===== src/rtl/fifo_stream_reader.sv =====
// fifo_stream_reader: read-side streamer for dual_clock_fifo with read-latency absorption and 4-entry skid buffer.
// Optional FIFO_STREAM_READER_STATS_EN adds o_word_cnt / o_stall_cnt statistics outputs.
module fifo_stream_reader #(
  parameter int DATA_WIDTH = 8,
  parameter int RD_LATENCY = 1,
  parameter int BUF_DEPTH  = 4
) (
  input  logic                  i_clk,
  input  logic                  i_srst_n,
  input  logic                  i_fifo_empty,
  output logic                  o_fifo_re,
  input  logic [DATA_WIDTH-1:0] i_fifo_rdata,
  output logic                  o_valid,
  output logic [DATA_WIDTH-1:0] o_data,
  input  logic                  i_ready,
  input  logic                  i_flush,
  output logic                  o_busy,
  output logic [2:0]            o_level
`ifdef FIFO_STREAM_READER_STATS_EN
  ,
  output logic [31:0]           o_word_cnt,
  output logic [31:0]           o_stall_cnt
`endif
);

  if (RD_LATENCY != 1 && RD_LATENCY != 2) begin : g_bad_latency
    $error("fifo_stream_reader: RD_LATENCY must be 1 or 2");
  end
  if (BUF_DEPTH != 4) begin : g_bad_depth
    $error("fifo_stream_reader: BUF_DEPTH must be 4");
  end

  typedef enum logic {RUN, FLUSH} state_t;

  state_t                  state_q, state_d;
  logic [RD_LATENCY-1:0]   pipe_q, pipe_d;
  logic [DATA_WIDTH-1:0]   mem_q [4];
  logic [DATA_WIDTH-1:0]   mem_d [4];
  logic [1:0]              rd_q, rd_d, wr_q, wr_d;
  logic [2:0]              cnt_q, cnt_d;
  logic [2:0]              inflight;
  logic                    run, push, pop, clr;

  always_ff @(posedge i_clk) begin
    if (!i_srst_n) state_q <= RUN;
    else state_q <= state_d;
  end

  always_comb begin
    state_d = (state_q == RUN) ? (i_flush ? FLUSH : RUN) : ((pipe_q == '0) ? RUN : FLUSH);
  end

  always_comb begin
    inflight = '0;
    for (int i = 0; i < RD_LATENCY; i++) inflight = inflight + 3'(pipe_q[i]);
    run = (state_q == RUN);
    // Gating on i_flush keeps the request cycle from launching a read that would only be discarded.
    o_fifo_re = i_srst_n & run & ~i_flush & ~i_fifo_empty &
                (({1'b0, cnt_q} + {1'b0, inflight}) < 4'(BUF_DEPTH));
    o_valid = (cnt_q != '0);
    o_data = mem_q[rd_q];
    o_busy = ~run;
    o_level = cnt_q;
    push = run & pipe_q[RD_LATENCY-1];
    pop = o_valid & i_ready;
    pipe_d = RD_LATENCY'({pipe_q, o_fifo_re});
    mem_d = mem_q;
    if (push) mem_d[wr_q] = i_fifo_rdata;
    clr = ~run | i_flush;
    cnt_d = clr ? '0 : cnt_q + 3'(push) - 3'(pop);
    rd_d = clr ? '0 : rd_q + 2'(pop);
    wr_d = clr ? '0 : wr_q + 2'(push);
  end

  always_ff @(posedge i_clk) begin
    if (!i_srst_n) begin
      pipe_q <= '0;
      rd_q <= '0;
      wr_q <= '0;
      cnt_q <= '0;
      for (int i = 0; i < 4; i++) mem_q[i] <= '0;
    end else begin
      pipe_q <= pipe_d;
      rd_q <= rd_d;
      wr_q <= wr_d;
      cnt_q <= cnt_d;
      mem_q <= mem_d;
    end
  end

  assert property (@(posedge i_clk) disable iff (!i_srst_n) !(push && cnt_q == 3'd4 && !pop));

`ifdef FIFO_STREAM_READER_STATS_EN
  logic [31:0] word_cnt_q, word_cnt_d, stall_cnt_q, stall_cnt_d;

  always_comb begin
    word_cnt_d = word_cnt_q + 32'(pop);
    stall_cnt_d = stall_cnt_q + 32'(o_valid & ~i_ready);
  end

  always_ff @(posedge i_clk) begin
    if (!i_srst_n) begin
      word_cnt_q <= '0;
      stall_cnt_q <= '0;
    end else begin
      word_cnt_q <= word_cnt_d;
      stall_cnt_q <= stall_cnt_d;
    end
  end

  assign o_word_cnt = word_cnt_q;
  assign o_stall_cnt = stall_cnt_q;
`endif

endmodule


===== config.mk =====
export PLATFORM = sky130hd
export DESIGN_NAME = fifo_stream_reader
export DESIGN_NICKNAME = d
export VERILOG_FILES = /design/src/rtl/fifo_stream_reader.sv
export SDC_FILE = /design/constraint.sdc
export NUM_CORES = 1
export LEC_CHECK = 0
export CORE_ASPECT_RATIO = 1.1
export CORE_MARGIN = 5
export CORE_UTILIZATION = 55
export CTS_CLUSTER_SIZE = 20
export DETAILED_ROUTE_END_ITERATION = 16
export DONT_BUFFER_PORTS = 1
export GPL_TIMING_DRIVEN = 0
export PLACE_DENSITY_LB_ADDON = 0.3
export SLEW_MARGIN = 20
export SYNTH_ARGS = -nofsm -noshare
export SYNTH_HDL_FRONTEND = slang
export SYNTH_SLANG_ARGS = --single-unit

===== constraint.sdc =====
create_clock -name i_clk -period 1.87 [get_ports i_clk]
set_input_delay 0.2805 -clock i_clk [delete_from_list [all_inputs] [get_ports i_clk]]
set_output_delay 0.2805 -clock i_clk [all_outputs]
set_load 0.05 [all_outputs]

==> flow_summary.ini <==
[worst_setup_path]
crit_fanout = 8
critPathKind = reg -> out
worstPathRequired_ns = 1.59
cp.arrival_ns = 1.81
setup.worst_path.end_class = output port
startpoint_type = register

[logic_synthesis]
synthFlopType = dfxtp_1
synth_top_family_by_area = simple AND/OR/NAND/NOR gates
ys_ff_latch = 41
yosysTopAreaCell = dfxtp_1
yosys-top-cells-count = dfxtp_1, nand3_1, o21ai_0
synth_edf_count = 0
ys_top_cells_by_area = dfxtp_1, mux4_2, nand3_1, o21ai_0, o21ai_2
yosysSeqAreaShare = 0.475
yosys.area_share.adder = 0.0333
yosysWarnings = 0
yosysMostFrequentCell = dfxtp_1
synth_simple_gate_area_frac = 0.187
synthXorXnorAreaFrac = 0.0253
synthArstFlopShare = 0
synthesis.area_um2 = 1730
synth_compound_area_frac = 0.124
yosysUniqueCellTypes = 29
syn_area_per_cell_um2 = 10.2
synth.area.mux_share = 0.116
syn_inst = 170
synth_top_area_frac = 0.475
syn_nets = 187

[detailed_routing]
drtIter0Drc = 98
drt-total-wl_mm = 4.04
first_pass_iters = 4
avgRoutedWirePerCell_um = 18.7
via_per_inst = 6.32
dr_total_vias = 1366
drc_errors = 0
final_antenna_net_count = 0

[placed_design]
placed_area_um2 = 1800
place_congestion = 0.793
dp_hpwl_mm = 2.67
numPortBuffers = 0
place_inst = 204

[grt]
grt_pass1_wl_mm = 6.42
grt_max_degree = 12
grt_pass1_vias = 1389
track_usage = 0.193
grt.overflow.total = 0
antenna_found_initial = 0

[floorplan]
floorplan.die.height_um = 68.8
core_area_um2 = 3050
io_pins = 27
die_x_um = 63.4
initial_core_util = 0.567
placementRows = 21
die_area_um2 = 4360

[hold_path]
hp-class = in -> reg

[timing]
fin_ws_ns = -0.219
setup_viol = 1
rsz0062_at_grt = true
slew_violations = 0
finalHoldViolations = 0
hold_slack_ns = 0.101
setup_tns_ns = -0.219
relSlewSlack = 0.628
finalCriticalPeriod_ns = 2.09
tightest_slew_ns = 0.558
fin_skew_ns = 0.00270
max_freq_mhz = 479
finalCritPeriodShare = 1.12

[cts]
cts_buffers = 5
cts_tree = done
clk-insertion-delay-late_ns = 0.34
clkTransAtPathRegs_ns = 0.11
cts_sinks = 41
htree_levels = 2
root_buffer = clkbuf_4
clk_path_buf_depth = 2

[pwr]
peakVddDrop_v = 0.000675
p_leak_nw = 0.668
power_switching_share = 0.255
seqPwrFrac = 0.631
switching_power_mw = 0.362
power.internal_mw = 1.06
power_frac_comb = 0.073
clkPwrFrac = 0.296
powerDensity_nw_per_um2 = 727

[status]
status = complete, but fails checks
violations = negative setup slack

[job]
cap_viol_max_count = 0

[final_layout]
stdcell_count = 216
fill_cells = 247
nets = 198
fin_util = 0.640
design_area_um2 = 1950
syn2layout_area_growth_pct = 12.9
num_antenna_cells = 0
final_layout_size_suffix_gt1_frac = 0.253
critical path, stage by stage, from the launching register on:
cell	delay [ns]
dfxtp_4	0.45
ha_4	0.19
and4b_1	0.25
mux2i_2	0.10
nor3_4	0.49
timing repair:
item                       in CTS  in global routing
hold endpoints to repair        1                  0
buffers inserted                0                  3
cloned                          0                  1
resized for setup               7                  9
pin swaps                       2                  3
setup endpoints to repair      10                 11
hold buffers                    1                  0
routing by layer:
layer  GRT usage  wire (µm)
met5           0          0
met4      0.0909         42
met3      0.0600        283
met2       0.332       2050
met1       0.219       1660
registers in the layout, indices dropped and copies added (netlist names):
signal / count
mem_q: 32
o_level: 3
rd_q: 2
wr_q: 2
o_busy: 1
pipe_q: 1
power groups by stage:
stage          Sequential, mW  Clock [mW]  Combinational (mW)
2_1_floorplan           0.917           0              0.0813
3_3_place_gp            0.918           0              0.0955
3_5_place_dp            0.919           0              0.0987
4_1_cts                 0.897       0.425               0.101
5_1_grt                 0.897       0.461               0.112
6_report                0.895       0.420               0.103
placed cells by master (no fill, tap or decap), drive strengths merged, types with 3 or more instances in the layout:
cell	count
o21ai	32
clkbuf	15
nand2	9
dfxtp	41
nor2	7
nand3	32
xnor2	3
ha	3
buf	10
mux4	8
worst paths after layout:
check | slack (ns) | to | start | cells past startpoint
max | -0.22 | o_fifo_re | o_level[1] | 4
min | 0.10 | o_busy | i_flush | 2
max reg2reg | 0.06 | o_level[1] | o_level[2] | 6
min reg2reg | 0.46 | mem_q[30] | mem_q[30] | 2
area by class of cell:
cell class                      count  area, µm²  area share
Timing Repair Buffer                5       57.6      0.0295
Sequential cell                    41        840       0.430
Clock buffer                        8       48.8      0.0250
Multi-Input combinational cell    114        887       0.455
Buffer                             13       71.3      0.0366
Inverter                            1       3.75     0.00192
Tap cell                           34       42.5      0.0218
cell families after synthesis:
group                      Yosys count
and+or+nand+nor                     60
DFF                                 41
AOI/OAI and AO/OA                   35
buffers and inverters               15
muxes                               10
xor gates and xnor gates             5
adders and majority gates            4
through the flow:
step / worst slack (ns) / power, mW
2_1_floorplan: 0.0667 / 0.998
3_3_place_gp: 0.00848 / 1.01
3_5_place_dp: -0.00813 / 1.02
4_1_cts: -0.237 / 1.42
5_1_grt: -0.294 / 1.47
6_report: -0.219 / 1.42
Note: power is estimated with default switching activity, not from simulation.
